## src/rtl/cu_pkg.sv

```systemverilog
// Shared types and default sizing for the attention compute-unit sequencer.
package cu_pkg;

  typedef enum logic [2:0] {
    IDLE = 3'd0,
    Q_K  = 3'd1,
    EXP  = 3'd2,
    S_V  = 3'd3,
    DONE = 3'd4
  } cu_state_e;

  localparam int unsigned QK_LEN_DEF     = 65;
  localparam int unsigned SV_LEN_DEF     = 65;
  localparam int unsigned V_REQ_LEAD_DEF = 1;
  localparam int unsigned TILE_W_DEF     = 8;

  // Beat counter width wide enough for the longer of the two phases.
  function automatic int unsigned cnt_width(input int unsigned a, input int unsigned b);
    int unsigned m;
    m = (a > b) ? a : b;
    return (m > 1) ? $clog2(m) : 1;
  endfunction

endpackage

```

## src/rtl/cu_seq_if.sv

```systemverilog
// Scheduler/PE-side bundle of the cu_seq sequencer; perf ports exist only with CU_SEQ_PERF_CNT_EN.
interface cu_seq_if #(parameter int unsigned TILE_W = cu_pkg::TILE_W_DEF);

  logic              i_start;
  logic [TILE_W-1:0] i_num_tiles;
  logic              i_abort;
  logic              i_qk_valid;
  logic              i_v_valid;
  logic              i_exp_valid;
  logic              o_qk_ready;
  logic              o_v_ready;
  logic              o_accu_en;
  logic              o_qk_part_last;
  logic              o_mult_en;
  logic              o_mult_clear;
  logic              o_reduction_en;
  logic              o_v_data_request;
  logic [TILE_W-1:0] o_tile_idx;
  logic              o_busy;
  logic              o_done;
`ifdef CU_SEQ_PERF_CNT_EN
  logic [31:0]       o_stall_cycles;
  logic [31:0]       o_exp_wait_cycles;
`endif

  modport master (
    output i_start, i_num_tiles, i_abort, i_qk_valid, i_v_valid, i_exp_valid,
    input  o_qk_ready, o_v_ready, o_accu_en, o_qk_part_last, o_mult_en, o_mult_clear,
           o_reduction_en, o_v_data_request, o_tile_idx, o_busy, o_done
`ifdef CU_SEQ_PERF_CNT_EN
    , input o_stall_cycles, o_exp_wait_cycles
`endif
  );

  modport slave (
    input  i_start, i_num_tiles, i_abort, i_qk_valid, i_v_valid, i_exp_valid,
    output o_qk_ready, o_v_ready, o_accu_en, o_qk_part_last, o_mult_en, o_mult_clear,
           o_reduction_en, o_v_data_request, o_tile_idx, o_busy, o_done
`ifdef CU_SEQ_PERF_CNT_EN
    , output o_stall_cycles, o_exp_wait_cycles
`endif
  );

endinterface

```

## src/rtl/cu_beat_cnt.sv

```systemverilog
// Stall-aware beat counter shared by the Q_K and S_V phases; wraps to 0 on the last beat.
module cu_beat_cnt #(
  parameter int unsigned CNT_W = 7
) (
  input  logic             clk,
  input  logic             rst,
  input  logic             clr,
  input  logic             en,
  input  logic [CNT_W-1:0] last_val,
  input  logic [CNT_W-1:0] lead_val,
  output logic             at_last_c,
  output logic             last_c,
  output logic             lead_c
);

  logic [CNT_W-1:0] cnt;

  assign at_last_c = (cnt == last_val);
  assign last_c    = at_last_c & en;
  assign lead_c    = (cnt == lead_val) & en;

  always_ff @(posedge clk) begin
    if (rst || clr)  cnt <= '0;
    else if (last_c) cnt <= '0;
    else if (en)     cnt <= cnt + CNT_W'(1);
  end

endmodule

```

## src/rtl/cu_seq.sv

```systemverilog
// Multi-tile Q.K^T -> exp -> S.V sequencer driving pe_array / fan_ctrl / V-fetch.
// Optional performance counters are enabled with CU_SEQ_PERF_CNT_EN.
module cu_seq
  import cu_pkg::*;
#(
  parameter int unsigned QK_LEN     = QK_LEN_DEF,
  parameter int unsigned SV_LEN     = SV_LEN_DEF,
  parameter int unsigned V_REQ_LEAD = V_REQ_LEAD_DEF,
  parameter int unsigned TILE_W     = TILE_W_DEF
) (
  input  logic     clk,
  input  logic     rst,
  cu_seq_if.slave  bus
);

  localparam int unsigned CNT_W = cnt_width(QK_LEN, SV_LEN);

  cu_state_e         state, state_n;
  logic [TILE_W-1:0] tile_idx, tiles_left;
  logic              mult_clear;
  logic              beat_en, at_last_c, last_c, lead_c;
  logic              qk_last_c, sv_last_c, start_ok;
  logic [CNT_W-1:0]  last_val;

  assign start_ok  = (state == IDLE) & bus.i_start;
  assign beat_en   = ((state == Q_K) & bus.i_qk_valid) | ((state == S_V) & bus.i_v_valid);
  assign last_val  = (state == S_V) ? CNT_W'(SV_LEN - 1) : CNT_W'(QK_LEN - 1);
  assign qk_last_c = (state == Q_K) & last_c;
  assign sv_last_c = (state == S_V) & last_c;

  cu_beat_cnt #(.CNT_W(CNT_W)) u_beat_cnt (
    .clk       (clk),
    .rst       (rst),
    .clr       (bus.i_abort),
    .en        (beat_en),
    .last_val  (last_val),
    .lead_val  (CNT_W'(SV_LEN - 1 - V_REQ_LEAD)),
    .at_last_c (at_last_c),
    .last_c    (last_c),
    .lead_c    (lead_c)
  );

  always_ff @(posedge clk) begin
    if (rst) state <= IDLE;
    else     state <= state_n;
  end

  // Next state and zero-latency strobes.
  always_comb begin
    state_n                = state;
    bus.o_qk_ready         = (state == Q_K);
    bus.o_v_ready          = (state == S_V);
    bus.o_accu_en          = (state == Q_K) & bus.i_qk_valid;
    bus.o_qk_part_last     = qk_last_c;
    bus.o_mult_en          = (state == S_V) & bus.i_v_valid;
    bus.o_reduction_en     = (state == EXP) | ((state == S_V) & ~at_last_c);
    bus.o_v_data_request   = (state == S_V) & lead_c;
    bus.o_busy             = (state != IDLE);
    bus.o_done             = (state == DONE);
    case (state)
      IDLE:    if (bus.i_start) state_n = (bus.i_num_tiles != '0) ? Q_K : DONE;
      Q_K:     if (qk_last_c) state_n = EXP;
      EXP:     if (bus.i_exp_valid) state_n = S_V;
      S_V:     if (sv_last_c) state_n = (tiles_left == TILE_W'(1)) ? DONE : Q_K;
      DONE:    state_n = IDLE;
      default: state_n = IDLE;
    endcase
    if (bus.i_abort) state_n = IDLE;
  end

  // Tile bookkeeping and the one-cycle-late multiplier clear.
  always_ff @(posedge clk) begin
    if (rst || bus.i_abort) begin
      tile_idx   <= '0;
      tiles_left <= '0;
      mult_clear <= 1'b0;
    end else begin
      mult_clear <= sv_last_c;
      if (start_ok) tiles_left <= bus.i_num_tiles;
      if (sv_last_c) begin
        tile_idx   <= tile_idx + TILE_W'(1);
        tiles_left <= tiles_left - TILE_W'(1);
      end
      if (state == DONE) tile_idx <= '0;
    end
  end

  assign bus.o_tile_idx   = tile_idx;
  assign bus.o_mult_clear = mult_clear;

`ifdef CU_SEQ_PERF_CNT_EN
  logic [31:0] stall_cycles, exp_wait_cycles;
  logic        stall_c;

  assign stall_c = ((state == Q_K) & ~bus.i_qk_valid) | ((state == S_V) & ~bus.i_v_valid);

  // Saturating counters, restarted with each accepted job.
  always_ff @(posedge clk) begin
    if (rst || bus.i_abort || start_ok) begin
      stall_cycles    <= '0;
      exp_wait_cycles <= '0;
    end else begin
      if (stall_c && (stall_cycles != '1))
        stall_cycles <= stall_cycles + 32'(1);
      if ((state == EXP) && (exp_wait_cycles != '1))
        exp_wait_cycles <= exp_wait_cycles + 32'(1);
    end
  end

  assign bus.o_stall_cycles    = stall_cycles;
  assign bus.o_exp_wait_cycles = exp_wait_cycles;
`endif

endmodule

```

## src/flat_wrapper.sv

```systemverilog
// flat-port wrapper written by rule: the top's interface ports become plain ports
module cu_seq_flat import cu_pkg::*;
#(
  parameter int unsigned QK_LEN     = QK_LEN_DEF,
  parameter int unsigned SV_LEN     = SV_LEN_DEF,
  parameter int unsigned V_REQ_LEAD = V_REQ_LEAD_DEF,
  parameter int unsigned TILE_W     = TILE_W_DEF
)
  (clk, rst, bus_i_start, bus_i_num_tiles, bus_i_abort, bus_i_qk_valid, bus_i_v_valid, bus_i_exp_valid, bus_o_qk_ready, bus_o_v_ready, bus_o_accu_en, bus_o_qk_part_last, bus_o_mult_en, bus_o_mult_clear, bus_o_reduction_en, bus_o_v_data_request, bus_o_tile_idx, bus_o_busy, bus_o_done);
  cu_seq_if #(.TILE_W(TILE_W)) bus_i ();
  input  logic clk;
  input  logic rst;
  input wire logic [$bits(bus_i.i_start)-1:0] bus_i_start;
  input wire logic [$bits(bus_i.i_num_tiles)-1:0] bus_i_num_tiles;
  input wire logic [$bits(bus_i.i_abort)-1:0] bus_i_abort;
  input wire logic [$bits(bus_i.i_qk_valid)-1:0] bus_i_qk_valid;
  input wire logic [$bits(bus_i.i_v_valid)-1:0] bus_i_v_valid;
  input wire logic [$bits(bus_i.i_exp_valid)-1:0] bus_i_exp_valid;
  output wire logic [$bits(bus_i.o_qk_ready)-1:0] bus_o_qk_ready;
  output wire logic [$bits(bus_i.o_v_ready)-1:0] bus_o_v_ready;
  output wire logic [$bits(bus_i.o_accu_en)-1:0] bus_o_accu_en;
  output wire logic [$bits(bus_i.o_qk_part_last)-1:0] bus_o_qk_part_last;
  output wire logic [$bits(bus_i.o_mult_en)-1:0] bus_o_mult_en;
  output wire logic [$bits(bus_i.o_mult_clear)-1:0] bus_o_mult_clear;
  output wire logic [$bits(bus_i.o_reduction_en)-1:0] bus_o_reduction_en;
  output wire logic [$bits(bus_i.o_v_data_request)-1:0] bus_o_v_data_request;
  output wire logic [$bits(bus_i.o_tile_idx)-1:0] bus_o_tile_idx;
  output wire logic [$bits(bus_i.o_busy)-1:0] bus_o_busy;
  output wire logic [$bits(bus_i.o_done)-1:0] bus_o_done;
  assign bus_i.i_start = bus_i_start;
  assign bus_i.i_num_tiles = bus_i_num_tiles;
  assign bus_i.i_abort = bus_i_abort;
  assign bus_i.i_qk_valid = bus_i_qk_valid;
  assign bus_i.i_v_valid = bus_i_v_valid;
  assign bus_i.i_exp_valid = bus_i_exp_valid;
  assign bus_o_qk_ready = bus_i.o_qk_ready;
  assign bus_o_v_ready = bus_i.o_v_ready;
  assign bus_o_accu_en = bus_i.o_accu_en;
  assign bus_o_qk_part_last = bus_i.o_qk_part_last;
  assign bus_o_mult_en = bus_i.o_mult_en;
  assign bus_o_mult_clear = bus_i.o_mult_clear;
  assign bus_o_reduction_en = bus_i.o_reduction_en;
  assign bus_o_v_data_request = bus_i.o_v_data_request;
  assign bus_o_tile_idx = bus_i.o_tile_idx;
  assign bus_o_busy = bus_i.o_busy;
  assign bus_o_done = bus_i.o_done;
  cu_seq #(.QK_LEN(QK_LEN), .SV_LEN(SV_LEN), .V_REQ_LEAD(V_REQ_LEAD), .TILE_W(TILE_W)) u_core (.clk(clk), .rst(rst), .bus(bus_i));
endmodule
```

## config.mk

```make
export PLATFORM = sky130hd
export DESIGN_NAME = cu_seq_flat
export DESIGN_NICKNAME = d
export VERILOG_FILES = /design/src/rtl/cu_pkg.sv /design/src/rtl/cu_seq_if.sv /design/src/rtl/cu_beat_cnt.sv /design/src/rtl/cu_seq.sv /design/src/flat_wrapper.sv
export SDC_FILE = /design/constraint.sdc
export NUM_CORES = 1
export LEC_CHECK = 0
export ABC_AREA = 1
export CELL_PAD_IN_SITES_DETAIL_PLACEMENT = 0
export CELL_PAD_IN_SITES_GLOBAL_PLACEMENT = 1
export CORE_MARGIN = 8
export CORE_UTILIZATION = 35
export DETAILED_ROUTE_END_ITERATION = 12
export HOLD_SLACK_MARGIN = 0.08
export PLACE_DENSITY_LB_ADDON = 0.2
export REMOVE_ABC_BUFFERS = 1
export SLEW_MARGIN = 30
export SYNTH_ARGS = -nofsm -noshare
export SYNTH_HDL_FRONTEND = slang
export SYNTH_SLANG_ARGS = --single-unit
```

## constraint.sdc

```tcl
create_clock -name clk -period 1.9 [get_ports clk]
set_input_delay 0.285 -clock clk [delete_from_list [all_inputs] [get_ports clk]]
set_output_delay 0.285 -clock clk [all_outputs]
set_load 0.01 [all_outputs]
```

==> reports/results.tsv, run 1 <==
metric	value	unit
r2r-start	u_core.state[1]	
place.gp.congestion	0.7937	
antenna_found_initial	0	
cp-startpoint	u_core.u_beat_cnt.cnt[0]	
synth_seq_cells	27	
cts_sinks	27	
synthTopCellsByArea	dfxtp_1 (33%), nand2_1 (16%), inv_1 (7.2%)	
drc	0	
dp_hpwl	3128	um
antennaDiodeCount	0	
arrival	1490	ps
min_period	1775	ps
post_cts_buffers	0	
tns	0	ps
cts_buffers	3	
initial_utilization	36.71	%
yosysSeqAreaShare	33.36	%
first_pass_iters	5	
drt_wl_total	4102	um
tightest_slew	296.0	ps
hold_class	flip-flop to flip-flop	
grt_pass1_vias	1564	
core-area	0.004414	sq mm
crit_chain	ha_1 -> nand2_1 -> nor2_2 -> nand2_1 -> nor2_2 -> nand3b_1 -> nor2_1 -> buf_2	
cts_max_level	1	
port_buffers	32	
num_rows	24	
dieHeight	84.04	um
layout_common_cells	nand2_1 (69), inv_1 (31), nor2_1 (26)	
viasPerCell	4.696	
wl_per_cell	11.43	um
cpMaxStageDelayCell	dfxtp_2	
grt_max_degree	32	
finalHoldViolations	0	
final_common_cell	nand2_1	
syn_to_final_growth	35.44	%
vias	1686	
required	1620	ps
fillers	485	
fin_worst_skew	4.782	ps
drive_gt1_share	14.01	%
p_leak	0.9626	nW
power.density	520.3	mW/mm^2
cts_tree	done	
maxSlewViolCount	0	
grtUsageTotal	11.60	%
max_freq	0.5634	GHz
path_clk_slew	90	ps
yosysWarnings	0	
ios	33	
cap_violations	0	
start_kind	flip-flop	
crit_buf_inv	1	
ant_nets	0	
timing.final.crit_share	93.42	%
ys_types	26	
crit_cells	8	
die_w	84.04	um
synth_top_area_share	33.36	%
relSlewSlack	80.19	%
netlist_instances	254	
syn-cell-area	0.001620	sq mm
cp_top_family	simple AND/OR/NAND/NOR gates	
die_area	0.007063	sq mm
grt_pass1_wl	6975	um
hp-start	u_core.u_beat_cnt.cnt[0]	
worst-r2r-cell-count	10	
clock_latency	280	ps
max_stage_delay	350	ps
whs	475.7	ps
hold_depth	2	
path_max_fanout	3	
synth.avg_cell_area	6.379	sq um
critPathKind	flip-flop to output pin	
grt_setup_unrepaired	yes	
grt_overflow	0	
nets	328	
hold_buffers	0	
cts-root-buf	clkbuf_8	
clock_path_buffers	2	
ir_drop	0.0002404	V
drt_iter0_markers	65	
setup_violations	0	
status	finished clean	
synth_top_cell_by_area	dfxtp_1	
cp-end-kind	output pin	
-- kinds of logic after synthesis --
kind of cell             synth area share [%]
XOR/XNOR                                3.243
adder cells (fa/ha/maj)                 3.861
buffers and inverters                   10.35
flip-flops                              33.36
AO/OA/AOI/OAI                           12.90
AND/OR/NAND/NOR                         36.29
-- layer usage --
metal | vias to the layer above | GRT usage, % | wire, um
met4 | 0 | 5.181 | 65
met1 | 736 | 14.17 | 2041
li1 | 919 | - | -
met3 | 5 | 3.418 | 232
met2 | 26 | 18.18 | 1764
met5 | - | 0 | 0
-- worst min-delay path, delay by kind of cell (launching register included) --
| family | cells | cell delay, ps |
|---|---|---|
| flip-flops | 1 | 340 |
| AO/OA/AOI/OAI | 1 | 50 |
| AND/OR/NAND/NOR | 1 | 60 |
-- report_power, final --
group | switching [mW] | total [mW] | internal (mW)
Clock | 0.191 | 0.342 | 0.151
Combinational | 0.118 | 0.216 | 0.0978
Sequential | 0.00912 | 0.585 | 0.576
Total | 0.318 | 1.14 | 0.824
-- metrics by stage --
stage | utilization, % | power, mW | setup slack, ps | cell area [sq um] | instances
finish | 49.72 | 1.142 | 125.1 | 2195 | 359
global route | 49.72 | 1.205 | -19.00 | 2195 | 359
CTS | 49.83 | 1.164 | 0.7718 | 2200 | 359
detailed placement | 48.55 | 0.8186 | -267.0 | 2143 | 355
global placement | 48.55 | 0.8192 | -251.9 | 2143 | 355
floorplan | - | 0.7200 | 249.0 | 1588 | 250
-- Yosys cell counts --
master    instances
xor2_1            5
nand4_1           7
nor2_1           28
or2_0             1
nor3b_1           1
nand2_1          69
nor2_2            2
inv_1            31
xnor2_1           1
nand2_2           2
inv_2             4
o21ai_1           9
o21ai_0           7
buf_2             2
nor2_4            1
dfxtp_1          27
nand3_1          14
buf_6             2
a21oi_1          23
o22ai_1           1
clkinv_1          1
nand3_2           1
nor3_1            7
o31ai_1           1
nand3b_1          2
ha_1              5
-- sequential cells by signal, summed over array words and instances (netlist names) --
register / count
u_core.state: 3
u_core.bus.o_mult_clear: 1
u_core.tiles_left: 8
u_core.u_beat_cnt.cnt: 7
u_core.bus.o_tile_idx: 8
-- final timing paths --
check,endpoint,slack (ps)
max,bus_o_v_data_request,130
min,u_core.u_beat_cnt.cnt[0],480
max reg2reg,u_core.bus.o_tile_idx[0],320
min reg2reg,u_core.u_beat_cnt.cnt[0],480
-- area by class of cell --
cell class	instances	area (sq um)	share of cell area [%]
sequential	27	548.0	24.97
inverter	36	135.1	6.157
tap	52	65.06	2.965
multi-input combinational	187	922.1	42.02
timing repair buffer	53	479.2	21.84
clock buffer	4	45.04	2.052
-- what timing repair did --
item / in CTS / in global routing
gates cloned: 0 / 0
pin swaps: 0 / 1
gates resized for setup: 17 / 5
endpoints found under the setup margin: 9 / 4
endpoints found under the hold margin: 0 / 0
No activity file was read; power rests on OpenSTA's default activity.
==> inputs of run 2 (changes only) <==
CORE_ASPECT_RATIO = 1.25   (was default)
SKIP_LAST_GASP = 1   (was default)
==> run 2 against run 1 <==
  * Critical path depth down 4
  * Worst setup slack worse by 53 ps
  * Cell area about the same
  * Highest routed layer unchanged
  * Routed wire length down 0.56%
  * Global-route usage up 0.11 points
  * Final cell count up 0.84%
  * Non-clock buffer count down 3
  * Sequential share of layout area down 0.13 points
==> reports/results.tsv, run 2 (same netlist as run 1, synthesis figures left out) <==
metric	value	unit	change
status	finished clean		
tightest_slew	366.1	ps	+70.05 ps
dieHeight	92.07	um	+9.6%
ir_drop	0.0003228	V	+34%
p_leak	0.9531	nW	-0.98%
vias	1662		-1.4%
grtUsageTotal	11.71	%	+0.11 points
cp-end-kind	output pin		
finalHoldViolations	0		unchanged
ant_nets	0		unchanged
fin_worst_skew	3.992	ps	-0.7891 ps
register_area	545.5	sq um	-0.46%
arrival	1540	ps	+50 ps
finalPower	1.130	mW	-1.0%
port_buffers	32		unchanged
power.density	514.6	mW/mm^2	-1.1%
grt_overflow	0		unchanged
antenna_found_initial	0		unchanged
cts_max_level	1		unchanged
final_common_cell	nand2_1		
max_stage_delay	560	ps	+210 ps
cap_violations	0		unchanged
dp_hpwl	3243	um	+3.7%
viasPerCell	4.591		-2.2%
syn_to_final_growth	35.52	%	about the same
initial_utilization	36.61	%	-0.093 points
die_w	76.86	um	-8.5%
drc	0		unchanged
required	1620	ps	about the same
antennaDiodeCount	0		unchanged
cts_tree	done		
cts_sinks	27		unchanged
grt_max_degree	32		unchanged
layout_common_cells	nand2_1 (69), inv_1 (31), nor2_1 (25), clkdlybuf4s50_1 (24)		
cpMaxStageDelayCell	clkdlybuf4s50_1		
crit_buf_inv	2		+1
relSlewSlack	75.57	%	-4.6 points
drt_iter0_markers	75		+15%
grt_pass1_wl	7203	um	+3.3%
post_cts_buffers	0		unchanged
num_rows	27		+13%
path_max_fanout	5		+2
grt_setup_unrepaired	yes		
clock_path_buffers	2		unchanged
cp_top_family	buffers and inverters		
start_kind	flip-flop		
grt_pass1_vias	1639		+4.8%
place.gp.congestion	0.7861		-0.96%
nets	325		-0.91%
clock_latency	270	ps	about the same
timing.final.crit_share	96.21	%	+2.8 points
crit_chain	buf_4 -> nor2_1 -> nand2_1 -> clkdlybuf4s50_1		
first_pass_iters	4		-1
die_area	0.007076	sq mm	+0.19%
max_freq	0.5470	GHz	-2.9%
hold_class	flip-flop to flip-flop		
core-area	0.004425	sq mm	+0.26%
drt_wl_total	4079	um	-0.56%
maxSlewViolCount	0		unchanged
multi_input_area	927.1	sq um	+0.54%
wl_per_cell	11.27	um	-1.4%
drive_gt1_share	13.49	%	-0.52 points
fillers	480		-1.0%
cts-root-buf	clkbuf_8		
critPathKind	flip-flop to output pin		
pre_cts_ws	-241.0	ps	+26.04 ps
fin_ws	72.01	ps	-53.05 ps
setup_violations	0		unchanged
min_period	1828	ps	+53.05 ps
path_clk_slew	100	ps	about the same
cts_buffers	3		unchanged
ios	33		unchanged
-- run 2: worst paths after layout --
kind                                          startpoint                        to  slack (ps)  cells past startpoint
worst max-delay path                     u_core.state[0]                bus_o_busy          70                      4
worst min-delay path            u_core.u_beat_cnt.cnt[1]  u_core.u_beat_cnt.cnt[1]         480                      2
worst max register to register  u_core.u_beat_cnt.cnt[0]  u_core.bus.o_tile_idx[0]         310                      9
worst min register to register  u_core.u_beat_cnt.cnt[1]  u_core.u_beat_cnt.cnt[1]         480                      2
-- run 2: power by group --
group / leakage (nW) / switching, mW / internal [mW]
clock network: 0.0217 / 0.183 / 0.148
logic: 0.711 / 0.118 / 0.0957
registers: 0.220 / 0.00878 / 0.576
total: 0.953 / 0.310 / 0.820
-- run 2: cell type report --
type / instances / area share (%)
clock buffer: 3 / 1.880
timing repair buffer: 50 / 21.25
tap: 58 / 3.305
inverter: 36 / 6.154
clock inverter: 1 / 0.3419
multi-input combinational: 187 / 42.22
sequential: 27 / 24.84
-- run 2: metal layers --
layer	GRT usage (%)	share of wire, %	vias up	routed length (um)
met1	13.99	48	729	1955
met4	2.412	0.56	0	23
met3	1.660	2.3	2	95
li1	-	-	914	-
met5	0	0	-	0
met2	21.43	49	17	2005
-- run 2: through the flow --
stage	hold slack [ps]	util [%]	cell area [sq um]	std cells	setup TNS, ps
2_1_floorplan	456.0	-	1588	250	0
3_3_place_gp	470.7	48.09	2128	358	-377.8
3_5_place_dp	477.8	48.09	2128	358	-397.7
4_1_cts	493.7	49.14	2175	362	-94.37
5_1_grt	489.1	49.62	2196	362	-17.72
6_report	475.6	49.62	2196	362	0
-- run 2: what timing repair did --
item                       in CTS  in global routing
resized for setup               7                 14
setup endpoints to repair       5                  6
hold buffers                    0                  0
-- run 2: worst register-to-register path: cells and delay by family (launching register included) --
family / cells / cell delay (ps)
flip-flops: 1 / 340
buffers and inverters: 3 / 400
AND/OR/NAND/NOR: 4 / 500
adder cells (fa/ha/maj): 1 / 190
AO/OA/AOI/OAI: 1 / 110
==> inputs of run 3 (changes only) <==
CTS_CLUSTER_DIAMETER = 50   (was default)
CTS_CLUSTER_SIZE = 40   (was default)
==> results of run 3 <==
Same layout as run 2: the final DEF is identical, and so are final timing and power.
